--- config.mk ---
export PLATFORM = sky130hd
export DESIGN_NAME = upsamp_sequencer
export DESIGN_NICKNAME = d
export VERILOG_FILES = /design/src/rtl/upsamp_sequencer.sv
export SDC_FILE = /design/constraint.sdc
export NUM_CORES = 1
export LEC_CHECK = 0
export ABC_AREA = 1
export CORE_MARGIN = 2
export CORE_UTILIZATION = 49
export DETAILED_ROUTE_END_ITERATION = 6
export PLACE_DENSITY = 0.8
export RECOVER_POWER = 25
export SLEW_MARGIN = 20
export SYNTH_ARGS = -nofsm -noshare
export SYNTH_HDL_FRONTEND = slang
export SYNTH_SLANG_ARGS = --single-unit
export TNS_END_PERCENT = 50
--- constraint.sdc ---
create_clock -name clk -period 2.25 [get_ports clk]
set_input_delay 0.5625 -clock clk [delete_from_list [all_inputs] [get_ports clk]]
set_output_delay 0.5625 -clock clk [all_outputs]
set_load 0.05 [all_outputs]
--- src/rtl/upsamp_sequencer.sv ---
// Control sequencer for the 64QAM upsampling filter: coefficient load, symbol
// zero-stuffing at the configured rate, tap flush and output-valid generation.
module upsamp_sequencer #(
    parameter int unsigned DATA_W   = 4,
    parameter int unsigned COEF_W   = 12,
    parameter int unsigned NUM_TAPS = 16,
    parameter int unsigned RATE_W   = 9,
    parameter int unsigned FILT_LAT = 3
) (
    input  logic                        clk,
    input  logic                        rst,
    input  logic                        cfg_load,
    input  logic [COEF_W-1:0]           cfg_coef,
    input  logic                        cfg_valid,
    output logic                        cfg_ready,
    input  logic [RATE_W-1:0]           rate_in,
    input  logic                        run_en,
    input  logic [DATA_W-1:0]           sym_in,
    input  logic                        sym_valid,
    output logic                        sym_ready,
    output logic [$clog2(NUM_TAPS)-1:0] filt_addr,
    output logic [COEF_W-1:0]           filt_coef,
    output logic                        filt_write_en,
    output logic [DATA_W-1:0]           filt_data,
    output logic                        filt_data_en,
    output logic                        valid_data,
    output logic [RATE_W-1:0]           upsampling_rate,
    output logic                        busy,
    output logic                        coef_loaded,
    output logic                        underrun,
    output logic                        cfg_err
);

    localparam int unsigned AddrW = $clog2(NUM_TAPS);
    localparam logic [AddrW-1:0] TapLast = AddrW'(NUM_TAPS - 1);

    typedef enum logic [1:0] {StIdle, StLoad, StRun, StFlush} state_e;

    state_e              state_q, state_d;
    logic [AddrW-1:0]    tap_q, tap_d;
    logic [AddrW-1:0]    flush_q, flush_d;
    logic [RATE_W-1:0]   phase_q, phase_d;
    logic [RATE_W-1:0]   rate_q, rate_d;
    logic                loaded_q, loaded_d;
    logic                underrun_q, underrun_d;
    logic                cfg_err_q, cfg_err_d;

    logic [AddrW-1:0]    filt_addr_q, filt_addr_d;
    logic [COEF_W-1:0]   filt_coef_q, filt_coef_d;
    logic                filt_write_en_q, filt_write_en_d;
    logic [DATA_W-1:0]   filt_data_q, filt_data_d;
    logic                filt_data_en_q, filt_data_en_d;
    logic [FILT_LAT-1:0] vld_q;

    logic phase_zero;
    logic last_phase;

    assign phase_zero = (phase_q == '0);
    assign last_phase = (phase_q == rate_q - RATE_W'(1));

    always_ff @(posedge clk) begin
        if (rst) begin
            state_q         <= StIdle;
            tap_q           <= '0;
            flush_q         <= '0;
            phase_q         <= '0;
            rate_q          <= '0;
            loaded_q        <= 1'b0;
            underrun_q      <= 1'b0;
            cfg_err_q       <= 1'b0;
            filt_addr_q     <= '0;
            filt_coef_q     <= '0;
            filt_write_en_q <= 1'b0;
            filt_data_q     <= '0;
            filt_data_en_q  <= 1'b0;
            vld_q           <= '0;
        end else begin
            state_q         <= state_d;
            tap_q           <= tap_d;
            flush_q         <= flush_d;
            phase_q         <= phase_d;
            rate_q          <= rate_d;
            loaded_q        <= loaded_d;
            underrun_q      <= underrun_d;
            cfg_err_q       <= cfg_err_d;
            filt_addr_q     <= filt_addr_d;
            filt_coef_q     <= filt_coef_d;
            filt_write_en_q <= filt_write_en_d;
            filt_data_q     <= filt_data_d;
            filt_data_en_q  <= filt_data_en_d;
            // Models the filter latency; shifts in every state.
            vld_q           <= FILT_LAT'({vld_q, filt_data_en_q});
        end
    end

    always_comb begin
        state_d    = state_q;
        tap_d      = tap_q;
        flush_d    = flush_q;
        phase_d    = phase_q;
        rate_d     = rate_q;
        loaded_d   = loaded_q;
        underrun_d = underrun_q;
        cfg_err_d  = cfg_err_q;
        case (state_q)
            StIdle: begin
                if (cfg_load) begin
                    state_d  = StLoad;
                    tap_d    = '0;
                    loaded_d = 1'b0;
                end else if (run_en) begin
                    if (rate_in == '0 || !loaded_q) begin
                        cfg_err_d = 1'b1;
                    end else begin
                        rate_d  = rate_in;
                        phase_d = '0;
                        state_d = StRun;
                    end
                end
            end
            StLoad: begin
                if (cfg_valid) begin
                    tap_d = tap_q + AddrW'(1);
                    if (tap_q == TapLast) begin
                        loaded_d = 1'b1;
                        state_d  = StIdle;
                    end
                end
            end
            StRun: begin
                if (cfg_load) cfg_err_d = 1'b1;
                if (phase_zero && !sym_valid) underrun_d = 1'b1;
                // run_en is only honoured at the end of a full symbol period.
                if (last_phase) begin
                    phase_d = '0;
                    if (!run_en) begin
                        state_d = StFlush;
                        flush_d = '0;
                    end
                end else begin
                    phase_d = phase_q + RATE_W'(1);
                end
            end
            StFlush: begin
                if (cfg_load) cfg_err_d = 1'b1;
                flush_d = flush_q + AddrW'(1);
                if (flush_q == TapLast) state_d = StIdle;
            end
            default: state_d = StIdle;
        endcase
    end

    always_comb begin
        cfg_ready       = (state_q == StLoad);
        sym_ready       = (state_q == StRun) && phase_zero;
        busy            = (state_q != StIdle);
        filt_addr_d     = filt_addr_q;
        filt_coef_d     = filt_coef_q;
        filt_write_en_d = 1'b0;
        filt_data_d     = '0;
        filt_data_en_d  = 1'b0;
        case (state_q)
            StLoad: begin
                if (cfg_valid) begin
                    filt_write_en_d = 1'b1;
                    filt_addr_d     = tap_q;
                    filt_coef_d     = cfg_coef;
                end
            end
            StRun: begin
                filt_data_en_d = 1'b1;
                if (phase_zero && sym_valid) filt_data_d = sym_in;
            end
            StFlush: filt_data_en_d = 1'b1;
            default: ;
        endcase
    end

    assign filt_addr       = filt_addr_q;
    assign filt_coef       = filt_coef_q;
    assign filt_write_en   = filt_write_en_q;
    assign filt_data       = filt_data_q;
    assign filt_data_en    = filt_data_en_q;
    assign valid_data      = vld_q[FILT_LAT-1];
    assign upsampling_rate = rate_q;
    assign coef_loaded     = loaded_q;
    assign underrun        = underrun_q;
    assign cfg_err         = cfg_err_q;

endmodule

======== Word-level counts from Yosys, hierarchy flattened ========
Index checks and enable logic that the tools add are counted.
operators by class
  multiplexer cells ....................... 31
  bitwise gates (word level) .............. 5
  equal/unequal tests ..................... 19
  add/sub/neg operators ................... 4
  reductions and logical operators ........ 26
operators with widths
  cell                 count
  $mux 9               4
  $logic_not 9->1      2
  $ne 2x2->1 const B   9
  $pmux 9 s2           1
  $mux 2               8
  $mux 4               4
  $pmux 4 s2           2
  $reduce_and 4->1     3
  $reduce_bool 2->1    5
  $add 9x1->9 const B  1
  $eq 9x9->1           1
  $mux 1               9
  $sub 9x1->9 const B  1
  $add 4x1->4 const B  2
  $eq 4x4->1 const B   2
  $pmux 2 s4           1
  $reduce_and 7->1     1
  $ne 3x3->1 const B   2
  $reduce_and 3->1     2
  $not 1->1            5
  $reduce_and 5->1     1
  $eq 2x2->1 const B   2
  $ne 2x1->1 const B   2
  $pmux 1 s2           2
  other kinds (8)      13
word-level totals
  flip-flop bits (word level) ............. 56
  output and inout port bits .............. 38
  bits of input ports ..................... 31
  word-level logic and storage cells ...... 99

======== Depth between registers and ports, before layout ========
Gate-level depths: netlist of the first run.
  depth in word-level cells ............... 6
  gate-level depth with buffers ........... 15
  mapped depth without buffers ............ 15

======== Worst setup path after synthesis of the first run ========
Ideal clock, no wire load.
  path kind ............................... register -> register
  start ................................... register rate_q[0] (netlist: upsampling_rate[0])
  end ..................................... register flush_q[0]
  path slack .............................. 0.100 ns
  setup time .............................. 0.113 ns
  stages on the path, launching flop included .. 15
  arrival time ............................ 2.037 ns
  data required time ...................... 2.137 ns
  clock period less this slack ............ 2.150 ns
  path buffers ............................ 0
  path through ............................ dfxtp_1 -> inv_1 -> ha_1 -> inv_1 -> nand2_1 -> nand2_1 -> nand2_1 -> nor2_1 -> nand3_1 -> nor2_1 -> nand3_2 -> nand2_4 -> nand2_2 -> o21ai_1 -> inv_1
on the way
  cells in the longest elaborated chain, start to end .. 4
ends and longest elaborated chain
  element                            RTL line  source
  start: declaration                 43        logic [RATE_W-1:0] rate_q, rate_d;
  start signal: assignment           82        rate_q <= rate_d;
  $sub 9x1->9                        59        assign last_phase = (phase_q == rate_q - RATE_W'(1));
  $eq 9x9->1                         59
  $ne 2x2->1 (no source line)        --
  $reduce_and 3->1 (no source line)  --
  end signal: assignment             80        flush_q <= flush_d;
  end: declaration                   41        logic [AddrW-1:0] flush_q, flush_d;
No other way between the ends.
A chain may end at the register's enable or synchronous reset.

======== Worst setup path in the final report of the first run ========
  start ................................... register rate_q[3] (netlist: upsampling_rate[3])
  end ..................................... output upsampling_rate[3]
RTL lines
  element           RTL line  source
  end: declaration  27        output logic [RATE_W-1:0] upsampling_rate,
No word-level cell between the ends.

==> summary.md, run 1 <==
| Metric | Value |
|---|---|
| Tot Pwr | `2.852 mW` |
| Hold Fails Final Rpt | `0` |
| Syn Area/Cell | `7.020 um^2` |
| Post-Route WL | `6154 um` |
| Register Area | `0.001122 mm^2` |
| Number of flops mapped to enable cells by yosys | `0` |
| Tightest Pin Transition | `0.7564 ns` |
| Area share of the largest cell type after synthesis | `41.69%` |
| Total congestion overflow | `0` |
| Core area | `0.005205 mm^2` |
| Max-Cap Viols | `0` |
| Vias | `2595` |
| Post-Synth XOR/XNOR Area | `2.932%` |
| Power Density | `801.4 mW/mm^2` |
| Seq/Total Area, Yosys | `41.69%` |
| HPWL Detailed | `4688 um` |
| CP Class | `flip-flop to primary output` |
| Ranking of synthesized cells by area | `dfxtp_1, nor2_1, nand2_1, inv_1, o21ai_0` |
| Wirelength per Cell | `11.74 um` |
| Slowest stage delay, CP | `0.84 ns` |
| Max clock buf depth | `2` |
| Post-route ant nets | `0` |
| Die area | `0.006096 mm^2` |
| Switch Pwr | `1.123 mW` |
| Diode count | `0` |
| Clock skew | `0.003869 ns` |
| Die width | `78.08 um` |
| Multi-input gate area | `0.001348 mm^2` |
| Final setup viols | `0` |
| FMAX | `465.5 MHz` |
| Worst setup EP type | `primary output` |
| CP startpoint | `upsampling_rate[3]` |
| CP max-delay cell | `clkdlybuf4s50_1` |
| Ports | `69` |
| Async set-reset flop share out of synthesis | `0%` |
| Initial DRC count | `120` |
| First-pass GRT wire length | `10750 um` |
| Antenna violations before repair | `0` |
| First-pass DRT Iterations | `4` |
| Largest net degree at the start of global routing | `25` |
| Critical path peak fanout | `6` |
| Fin util | `68.37%` |
| Total CTS buffers | `5` |
| Synth Area in Compound Gates | `12.05%` |
| Most common cell in the netlist | `nor2_1` |
| Tmin final | `2.148 ns` |
| Distinct cells, synth | `30` |
| Ratio of cells with drive above 1 in the final layout | `8.370%` |
| Top delay family on crit path | `buffers and inverters` |
| Worst-path clk slew | `0.09 ns` |
| Reg2reg start | `upsampling_rate[0]` |
| Post-synth design cell area | `0.002689 mm^2` |
| Int Pwr | `1.728 mW` |
| Gate Count Post-Synth | `383` |
| Std-Cell Rows | `26` |
| Die height | `78.08 um` |
| Syn Nets | `419` |
| RSZ-0062 raised after global routing | `false` |
| Number of global-route vias before repair | `2428` |
| Setup bufs post-CTS | `0` |
| Worst path cell trace | `clkdlybuf4s50_1` |
| Clock sink count | `56` |
| Slew Limit Fails | `0` |
| Max_slew headroom | `49.58%` |
| VDD IR-drop max | `0.6671 mV` |
| WP data required | `1.69 ns` |
| Routability cong. | `0.8245` |
| Hold Startpoint | `vld_q[1]` |
| Gate power share | `38.8%` |
| Sw Ratio | `39.39%` |
| H-Tree Depth | `2` |
| Yosys reg bits | `56` |
| Static leakage | `1.525 nW` |
| Post-Synth Adder-Cell Area | `2.327%` |
| P&R area growth vs syn | `32.34%` |
| Post-synthesis mux area share | `0%` |
| Overall Global Routing Usage | `21.65%` |
| Fin Setup TNS | `0 ns` |
| Final worst-path cycle share | `95.48%` |
| Synth top cells by count | `nor2_1, nand2_1, dfxtp_1` |
| Largest family of logic cells by synthesized area | `simple AND/OR/NAND/NOR gates` |
| Worst Setup Start Kind | `flip-flop` |
| Commonest register cell after synthesis | `dfxtp_1` |
| CTS Root Cell | `clkbuf_8` |
| WP buf/inv | `1` |
| DRC errors left | `0` |
| Filler Cell Count | `441` |
| Clock Power Share | `20.0%` |
| Yosys warns | `0` |
| Largest area contributor in the netlist | `dfxtp_1` |
| Clock Latency Late Sink | `0.31 ns` |
| # port buffers | `68` |
| TritonCTS clock tree | `done` |
| Post-DR vias/cell | `4.952` |
| Final net count | `489` |
| Sequential Power Share | `41.2%` |
| Synth Area in Simple Gates | `32.90%` |
| Status | `finished clean` |
| Crit path arrival time | `1.59 ns` |
| Initial Utilization | `51.66%` |
| HP Class | `flip-flop to flip-flop` |
## path summary, 6_finish.rpt
check	end	slack [ns]	cells after the start
min reg2reg	vld_q[2]	0.41	2
min	vld_q[2]	0.41	2
max	upsampling_rate[3]	0.10	1
max reg2reg	phase_q[2]	0.24	14
## flip-flops by register name, summed over array words and instances, names as in the netlist
register         count
cfg_err              1
coef_loaded          1
filt_addr            4
filt_coef           12
filt_data            4
filt_data_en         1
filt_write_en        1
flush_q              4
phase_q              9
state_q              2
tap_q                4
underrun             1
upsampling_rate      9
vld_q                3
## per-layer routing
metal | wire length [um] | track usage, % | part of all wire, % | vias up
met1 | 2793 | 27.02 | 45 | 1168
li1 | - | - | - | 1361
met4 | 107 | 7.719 | 1.7 | 0
met2 | 2909 | 36.12 | 47 | 58
met3 | 344 | 5.747 | 5.6 | 8
met5 | 0 | 0 | 0 | -
## through the flow
step / cells / area (um^2) / hold slack [ns] / setup WS, ns
finish: 524 / 3558 / 0.4072 / 0.1017
floorplan: 383 / 2689 / 0.3883 / 0.1003
global route: 524 / 3558 / 0.4318 / 0.01476
detailed placement: 516 / 3467 / 0.3987 / 0.05527
global placement: 516 / 3467 / 0.3923 / 0.08880
CTS: 524 / 3561 / 0.4123 / 0.02832
## layout make-up
cell class                      instances  share of cell area [%]
Clock buffer                            7                   2.426
Clock inverter                          1                  0.2110
Inverter                               46                   4.852
Multi-Input combinational cell        271                   37.87
Sequential cell                        56                   31.54
Tap cell                               70                   2.461
Timing Repair Buffer                   73                   20.64
## kinds of logic (layout without fill, tap and decap cells)
kind of cell,count (synthesis),in the layout
compound gates,61,61
xor+xnor,9,9
fa+ha+maj,5,5
buf+inv,56,127
flops,56,56
simple gates,196,196
## repair_timing
item | in CTS | in global routing
hold buffers | 0 | 0
setup endpoints to repair | 0 | 2
hold endpoints to repair | 0 | 0
resized for setup | 0 | 2
## cell usage in the layout (no fill, tap or decap), types with 2 or more instances in the layout
master	instances
inv_2	4
nand3_2	2
nor4_1	2
xor2_1	5
xnor2_1	4
nor3_1	4
dfxtp_1	55
buf_4	5
nand2_2	4
nor3_2	2
nor2_1	72
clkdlybuf4s50_1	63
clkbuf_8	6
inv_1	41
nor2_2	6
buf_12	2
a21oi_1	23
nand3_1	24
o21ai_0	30
nand2_4	2
clkbuf_1	2
ha_1	5
o21a_1	4
nand4_1	7
nand2_1	66
nor2_4	2
o2111ai_1	2
## power groups by stage
stage,Clock (mW),Sequential [mW],Combinational (mW)
after floorplan,0,1.46,0.480
after global placement,0,1.19,1.11
after detailed placement,0,1.20,1.12
after CTS,0.586,1.17,1.12
after global routing,0.628,1.19,1.21
final,0.570,1.17,1.11
## worst reg2reg max path: cells and delay by family, from the launching register on
| family | cells | cell delay (ns) |
|---|---|---|
| simple gates | 11 | 0.98 |
| buf+inv | 2 | 0.19 |
| fa+ha+maj | 1 | 0.35 |
| flops | 1 | 0.38 |
Note: power is estimated with default switching activity, not from simulation.
==> run 2: changes to the inputs <==
--- a/config.mk
+++ b/config.mk
@@ -11,6 +11,7 @@
 export DETAILED_ROUTE_END_ITERATION = 6
 export PLACE_DENSITY = 0.8
 export RECOVER_POWER = 25
+export REMOVE_ABC_BUFFERS = 1
 export SLEW_MARGIN = 20
 export SYNTH_ARGS = -nofsm -noshare
 export SYNTH_HDL_FRONTEND = slang
==> run 2 against run 1 <==
Non-clock buffer count shrank 2. Clock skew grew 0.0059 ns. Fmax shrank 1.6%. Total power grew 4.6%. Largest cell class unchanged. Critical path depth is the same. Worst setup slack lost 0.036 ns. Critical path type unchanged. First-iteration DRC count grew 13%.
==> summary.md, run 2 (synthesis results as in run 1) <==
| Metric | Value |
|---|---|
| Largest net degree at the start of global routing | `34` |
| Final worst-path cycle share | `97.08%` |
| Die height | `78.08 um` |
| Tightest Pin Transition | `0.7062 ns` |
| P&R area growth vs syn | `32.29%` |
| Max_slew headroom | `52.92%` |
| Critical path peak fanout | `6` |
| WP buf/inv | `1` |
| Worst path cell trace | `clkdlybuf4s50_1` |
| Routability cong. | `0.8760` |
| CTS Root Cell | `clkbuf_8` |
| Tmin final | `2.184 ns` |
| CP startpoint | `upsampling_rate[3]` |
| Ports | `69` |
| Vias | `2605` |
| R2r setup slk | `0.18 ns` |
| Worst path depth | `1` |
| Worst-path clk slew | `0.10 ns` |
| First-pass GRT wire length | `10700 um` |
| Slowest stage delay, CP | `0.85 ns` |
| R2R Path End | `phase_q[2]` |
| Core area | `0.005205 mm^2` |
| Total CTS buffers | `5` |
| Number of global-route vias before repair | `2485` |
| Register Area | `0.001124 mm^2` |
| Final worst slack | `0.06579 ns` |
| DRC errors left | `0` |
| Antenna violations before repair | `0` |
| CP Class | `flip-flop to primary output` |
| Die area | `0.006096 mm^2` |
| Hold Fails Final Rpt | `0` |
| Initial Utilization | `51.66%` |
| Fin Setup TNS | `0 ns` |
| Slew Limit Fails | `0` |
| Total congestion overflow | `0` |
| Diode count | `0` |
| Clock sink count | `56` |
| Worst R2R Path Depth | `14` |
| Final setup viols | `0` |
| Std-Cell Rows | `26` |
| First-pass DRT Iterations | `4` |
| Top delay family on crit path | `buffers and inverters` |
| Max clock buf depth | `2` |
| Multi-input gate area | `0.001350 mm^2` |
| Wirelength per Cell | `12.15 um` |
| Die width | `78.08 um` |
| Clock skew | `0.009746 ns` |
| Power Density | `838.5 mW/mm^2` |
| Max-Cap Viols | `0` |
| H-Tree Depth | `2` |
| HP Class | `flip-flop to flip-flop` |
| Largest register FFs | `12` |
| Post-Route WL | `6341 um` |
| Worst Setup Start Kind | `flip-flop` |
| Commonest non-fill, non-tap cell in the layout | `nor2_1` |
| Overall Global Routing Usage | `21.61%` |
| VDD IR-drop max | `0.8004 mV` |
| CP max-delay cell | `clkdlybuf4s50_1` |
| Final net count | `487` |
| Clock Latency Late Sink | `0.31 ns` |
| Worst Setup EP | `upsampling_rate[3]` |
| Post-route ant nets | `0` |
| Initial DRC count | `136` |
| Post-CTS Hold Fix Bufs | `0` |
| Ratio of cells with drive above 1 in the final layout | `9.071%` |
| TritonCTS clock tree | `done` |
| HPWL Detailed | `4848 um` |
| Status | `finished clean` |
| RSZ-0062 raised after global routing | `false` |
| Most frequent cells in the layout | `nor2_1, nand2_1, clkdlybuf4s50_1` |
| Reg2reg start | `upsampling_rate[0]` |
| Dpl ws | `0.02105 ns` |
| # port buffers | `68` |
| WP data required | `1.69 ns` |
| Static leakage | `1.529 nW` |
| Post-DR vias/cell | `4.990` |
| Worst setup EP type | `primary output` |
| Hold Startpoint | `vld_q[1]` |
| FMAX | `457.8 MHz` |
| Fin util | `68.34%` |
| Crit path arrival time | `1.62 ns` |
| Filler Cell Count | `453` |
run 2: worst min-delay path by stage:
stage	slack, ns	depth (start not counted)	end
after floorplan	0.39	2	vld_q[1]
after global routing	0.44	2	vld_q[2]
final	0.41	2	vld_q[2]
after global placement	0.39	2	vld_q[1]
after CTS	0.42	2	vld_q[2]
after detailed placement	0.40	2	vld_q[2]
run 2: area by class of cell:
class,count,share of cell area (%)
clock buffer,5,1.935
clock inverter,3,1.407
inverter,46,4.854
multi-input combinational,271,37.95
sequential,56,31.59
tap,70,2.462
timing repair buffer,71,19.80
run 2: what timing repair did:
action / in CTS / in global routing
setup endpoints to repair: 0 / 6
buffers inserted: 0 / 0
gates resized for setup: 0 / 3
run 2: through the flow:
step	cells	hold WS (ns)	cell area (um^2)	power, mW
after CTS	522	0.4173	3558	3.008
after floorplan	373	0.3883	2644	1.927
after global placement	514	0.3906	3440	2.295
after detailed placement	514	0.4004	3440	2.313
after global routing	522	0.4392	3557	3.146
final	522	0.4145	3557	2.983
run 2: where the power goes:
part	total, mW	internal (mW)	switching [mW]	leakage, nW
registers	1.18	1.10	0.0747	0.455
logic	1.12	0.370	0.748	1.01
clock network	0.688	0.344	0.345	0.0607
run 2: metal layers:
layer / vias up / part of all wire, % / track usage, %
met3: 13 / 6.8 / 5.632
met4: 0 / 1.6 / 5.965
met1: 1154 / 42 / 24.78
li1: 1358 / - / -
met2: 80 / 50 / 39.57
met5: - / 0 / 0
==> run 3: changes to the inputs <==
--- a/config.mk
+++ b/config.mk
@@ -6,6 +6,7 @@
 export NUM_CORES = 1
 export LEC_CHECK = 0
 export ABC_AREA = 1
+export CAP_MARGIN = 20
 export CORE_MARGIN = 2
 export CORE_UTILIZATION = 49
 export DETAILED_ROUTE_END_ITERATION = 6
==> results of run 3 <==
Same layout as run 2: the final DEF is identical, and so are final timing and power.
==> RTL edit 1: new RTL, config.mk and constraints of run 3 <==
Re-encode `state_e` (4 states) as one-hot, 4 bits wide.
--- a/src/rtl/upsamp_sequencer.sv
+++ b/src/rtl/upsamp_sequencer.sv
@@ -35,5 +35,5 @@
     localparam logic [AddrW-1:0] TapLast = AddrW'(NUM_TAPS - 1);
 
-    typedef enum logic [1:0] {StIdle, StLoad, StRun, StFlush} state_e;
+    typedef enum logic [3:0] {StIdle = 4'b0001, StLoad = 4'b0010, StRun = 4'b0100, StFlush = 4'b1000} state_e;
 
     state_e              state_q, state_d;
Function: same outputs for any inputs over 10 cycles, from zero or initial values and one cycle with rst high; not proved beyond that.
==> RTL edit 1 against run 3 <==
Routed wire length grew 8.1%. Total power grew 2.0%. Worst setup slack lost 3.3 ps. Critical path depth is the same. Synthesized area grew 4.2%. Final area grew 7.2%. Sequential cell count grew 2.
==> RTL edit 1: results (changes against run 3) <==
| Metric | Value |
|---|---|
| Skew-Pair Late Insertion Delay | 340 ps (+30 ps) |
| CTS H-tree depth | 3 (+1) |
| Layout cell share with drive strength beyond 1 | 11.3% (+2.2 points) |
| GRT Overall Usage | 22.5% (+0.93 points) |
| Fillers | 483 (+6.6%) |
| Hold Slack | 408 ps (-6.91 ps) |
| Reg clk slew, reported paths | 70 ps (-30 ps) |
| Flop-to-flop setup slack | 320 ps (+140 ps) |
| Met2 usage | 40.1% (+0.52 points) |
| Post-DP HPWL | 4.94 mm (+1.9%) |
| Status | finished, final reports clean |
| Worst clock skew | 8.27 ps (-1.48 ps) |
| Top post-synthesis cells by count | nand2_1 (74), dfxtp_1 (58), nor2_1 (56), inv_1 (45), a21oi_1 (31) |
| CTS buffer count | 9 (+4) |
| Met3 Use GR | 6.45% (+0.82 points) |
| Synth top area cells | dfxtp_1 (41%), nand2_1 (9.9%), nor2_1 (7.5%) |
| GP Congestion | 0.900 (+2.7%) |
| Worst-Margin Slew | 570 ps (-136 ps) |
| DR vias | 2,771 (+6.4%) |
| Net count reported at finish | 508 (+4.3%) |
| Number of DRC markers in iteration 0 | 154 (+13%) |
| Leakage | 1.62 nW (+5.8%) |
| Sequential share of the synthesized area | 41.4% (-0.25 points) |
| Detailed Route WL | 6.86 mm (+8.1%) |
| Tmin final | 2190 ps (+3.33 ps) |
| Worst IR Drop VDD | 0.000560 V (-30%) |
| CP Launch Point | upsampling_rate[2]$_SDFFE_PP0P_ |
| Global-route wire length before repair | 11.2 mm (+4.6%) |
| Crit-path max FO | 5 (-1) |
| Ant diodes | 0 (unchanged) |
| Pre-CTS WS | 22.8 ps (+1.72 ps) |
| Vias in the first global route | 2,624 (+5.6%) |
| Distinct cells, synth | 34 (+13%) |
| Largest net degree at the start of global routing | 20 (-41%) |
| Sw Pwr | 952 uW (-18%) |
| GR Util met1 | 25.5% (+0.75 points) |
| Slowest CP cell | clkdlybuf4s50_1 |
RTL edit 1: power by group through the flow:
stage / registers (mW) / logic [mW] / clock network (mW)
after CTS: 1.13 / 0.755 / 1.18
after floorplan: 1.27 / 0.364 / 0
final: 1.13 / 0.753 / 1.16
after global routing: 1.14 / 0.815 / 1.23
after detailed placement: 1.15 / 0.752 / 0
after global placement: 1.15 / 0.739 / 0
RTL edit 1: per-layer routing:
metal  vias to the layer above  part of all wire (%)
met2                        85                    51
met4                         0                  0.35
met1                      1259                    42
met5                         -                     0
met3                         2                   6.8
li1                       1425                     -
RTL edit 1: final timing paths:
| path | end | cells past startpoint |
|---|---|---|
| min | vld_q[2]$_SDFF_PP0_ | 2 |
| max reg2reg | flush_q[0]$_SDFFE_PP0P_ | 12 |
| max | upsampling_rate[2] | 1 |
| min reg2reg | vld_q[2]$_SDFF_PP0_ | 2 |
RTL edit 1: area by class of cell:
| type | count | area, um^2 | share of cell area (%) |
|---|---|---|---|
| Clock inverter | 7 | 116 | 3.05 |
| Inverter | 53 | 199 | 5.21 |
| Multi-Input combinational cell | 272 | 1360 | 35.7 |
| Clock buffer | 9 | 124 | 3.25 |
| Sequential cell | 58 | 1160 | 30.5 |
| Timing Repair Buffer | 78 | 762 | 20.0 |
| Tap cell | 72 | 90.1 | 2.36 |
RTL edit 1: worst register-to-register path, cell delays in order, from the launching register on:
cell,delay (ps)
dfxtp_1,370
inv_1,110
ha_1,330
xor2_1,150
nand2_1,90
nor2_2,80
nand3_1,100
nor2_2,130
nand2_2,100
nand2_1,90
nand2_1,110
o21ai_1,140
inv_1,50
RTL edit 1: what timing repair did:
item | in CTS | in global routing
endpoints found under the hold margin | 0 | 0
setup endpoints to repair | 0 | 2
hold buffers | 0 | 0
resized for setup | 0 | 4
RTL edit 1: metrics by stage:
| step | instances | setup TNS, ps | cell area [um^2] | util (%) |
|---|---|---|---|---|
| CTS | 549 | 0 | 3820 | 69.3 |
| global placement | 533 | 0 | 3580 | 64.9 |
| finish | 549 | 0 | 3810 | 69.3 |
| global route | 549 | 0 | 3810 | 69.3 |
| floorplan | 383 | -2750 | 2710 | - |
| detailed placement | 533 | 0 | 3580 | 64.9 |
RTL edit 1: cells by family (layout without fill, tap and decap cells):
| family | count (synthesis) | after routing | share of synthesized area (%) |
|---|---|---|---|
| DFF | 58 | 58 | 41.4 |
| adders and majority gates | 5 | 5 | 2.23 |
| and+or+nand+nor | 188 | 188 | 30.1 |
| buffers and inverters | 66 | 147 | 10.3 |
| xor gates and xnor gates | 9 | 9 | 2.81 |
| AOI/OAI and AO/OA | 70 | 70 | 13.1 |
==> RTL edit 2: new RTL, settings of run 3 <==
Made on the original files. Change the parameter `FILT_LAT` from 3 to 6.
--- a/src/rtl/upsamp_sequencer.sv
+++ b/src/rtl/upsamp_sequencer.sv
@@ -6,5 +6,5 @@
     parameter int unsigned NUM_TAPS = 16,
     parameter int unsigned RATE_W   = 9,
-    parameter int unsigned FILT_LAT = 3
+    parameter int unsigned FILT_LAT = 6
 ) (
     input  logic                        clk,
Formal check against the unedited RTL: same outputs for any inputs over 10 cycles, from zero or initial values and one cycle with rst high; that may be too few to reach the edited logic, so the function may still have changed.
==> RTL edit 2 against run 3 <==
Worst setup slack better by 16 ps. Routed wire length is 7.8% higher. Core utilization is 2.0 points higher. Synthesized area is 7.6% higher. Sequential share of layout area is 1.6 points lower. Clock skew is 2.1 ps lower. Sequential cell count is 3 higher. Largest cell class unchanged. Total power is 33% higher. Final area is 11% higher.
==> RTL edit 2: results (changes against run 3) <==
| Metric | Value |
|---|---|
| Max reg flops | 12 (unchanged) |
| Dominant synthesized flop cell | dfxtp_1 |
| CP delay by family, top | buffers and inverters |
| DR vias | 2,771 (+6.4%) |
| Per-cell routed wire length | 12.5 um (+2.6%) |
| Reg clk slew, reported paths | 70 ps (-30 ps) |
| Layout cell share with drive strength beyond 1 | 16.0% (+6.9 points) |
| Sequential share of the synthesized area | 40.8% (-0.88 points) |
| CTS buffer count | 9 (+4) |
| Syn. warnings | 0 (unchanged) |
| Net count reported at finish | 507 (+4.1%) |
| Input/output buffers | 68 (unchanged) |
| Worst clock skew | 7.61 ps (-2.14 ps) |
| Fillers | 485 (+7.1%) |
| Drt first pass iters | 4 (unchanged) |
| Skew-Pair Late Insertion Delay | 330 ps (+20 ps) |
| Post-CTS setup buffer count | 0 (unchanged) |
| Initial antenna violation count | 0 (unchanged) |
| Synth top area cells | dfxtp_1 (41%), nand2_1 (9.5%), nor2_1 (9.2%) |
| GP Congestion | 0.875 (-0.17%) |
| Longest Clk Path Bufs | 2 (unchanged) |
| Status | finished, final reports clean |
| Dpl cell area | 3680 um^2 (+7.0%) |
| Crit-path max FO | 5 (-1) |
| Hold Path Class | register to register |
| Global-route wire length before repair | 11.7 mm (+9.2%) |
| Vias in the first global route | 2,665 (+7.2%) |
| CTS Hold Bufs | 0 (unchanged) |
| Async SR Flop Fraction | 0% (unchanged) |
| Relative slew slack | 40.1% (-13 points) |
| Ant diodes | 0 (unchanged) |
| GRT Overall Usage | 23.0% (+1.4 points) |
| Top post-synthesis cells by count | nand2_1 (73), nor2_1 (71), dfxtp_1 (59), inv_1 (37), o21ai_0 (24) |
| CTS H-tree depth | 3 (+1) |
| Slowest CP cell | clkdlybuf4s50_1 |
| CTS root buf | clkbuf_8 |
| Worst IR Drop VDD | 0.000745 V (-7.0%) |
| Post-DP HPWL | 5.15 mm (+6.2%) |
| Leakage | 1.70 nW (+11%) |
| Distinct cells, synth | 39 (+30%) |
| Number of DRC markers in iteration 0 | 164 (+21%) |
| Worst path max stage delay | between 800 and 900 ps |
| Largest net degree at the start of global routing | 24 (-29%) |
## RTL edit 2: changes by cell type after synthesis, moves of 3 or more
cell     before  now
nand2_1      66   73
o21ai_0      30   24
o21ai_2       0    6
inv_2         6   10
nand2_4       2    6
a21oi_1      23   20
dfxtp_1      56   59
inv_1        40   37
xnor2_1       4    1
## RTL edit 2: per-layer routing
layer  track usage (%)  wire length [um]
met5                 0                 0
met4              7.12               127
met3              8.00               417
met2              40.2              3360
met1              26.2              2930
## RTL edit 2: tightest hold or removal path, delay by kind of cell (launching register included)
kind	cells	cell delay, ps
buf+inv	1	40
simple gates	1	30
flops	1	300
## RTL edit 2: repair_timing
action | CTS | global route
endpoints found under the hold margin | 0 | 0
resized for setup | 0 | 2
setup endpoints to repair | 0 | 2
## RTL edit 2: path summary, 6_finish.rpt
path         depth (start not counted)                            start  slack [ps]                      end
max reg2reg                         13  upsampling_rate[0]$_SDFFE_PP0P_         240  flush_q[3]$_SDFFE_PP0P_
min                                  2              vld_q[0]$_SDFF_PP0_         410      vld_q[1]$_SDFF_PP0_
max                                  1  upsampling_rate[2]$_SDFFE_PP0P_          80       upsampling_rate[2]
min reg2reg                          2              vld_q[0]$_SDFF_PP0_         410      vld_q[1]$_SDFF_PP0_
## RTL edit 2: layout make-up
type	instances	area share (%)
multi-input combinational	278	37.6
sequential	59	29.9
timing repair buffer	73	18.6
inverter	50	4.98
clock buffer	12	4.19
clock inverter	4	2.41
tap	72	2.28
## RTL edit 2: report_power, final
part	leakage [nW]	switching, mW	internal (mW)
logic	1.09	0.961	0.498
registers	0.477	0.0984	1.17
clock network	0.133	0.422	0.825
total	1.70	1.48	2.49
## RTL edit 2: logic make-up after synthesis
kind of cell    after synthesis  synth area share, %
compound gates               58                 11.5
fa+ha+maj                     5                 2.16
flops                        59                 40.8
xor+xnor                      4                 1.21
simple gates                211                 36.1
buf+inv                      58                 8.17
## RTL edit 2: per-stage QoR
| stage | hold slack [ps] | worst slack (ps) | util, % | std cells | power [mW] |
|---|---|---|---|---|---|
| floorplan | 388 | 194 | - | 387 | 2.29 |
| global placement | 389 | 98.5 | 65.6 | 532 | 2.71 |
| detailed placement | 399 | 55.8 | 65.6 | 532 | 2.74 |
| CTS | 407 | 58.9 | 70.3 | 548 | 3.99 |
| global route | 424 | 6.51 | 70.3 | 548 | 4.18 |
| finish | 407 | 81.7 | 70.3 | 548 | 3.97 |
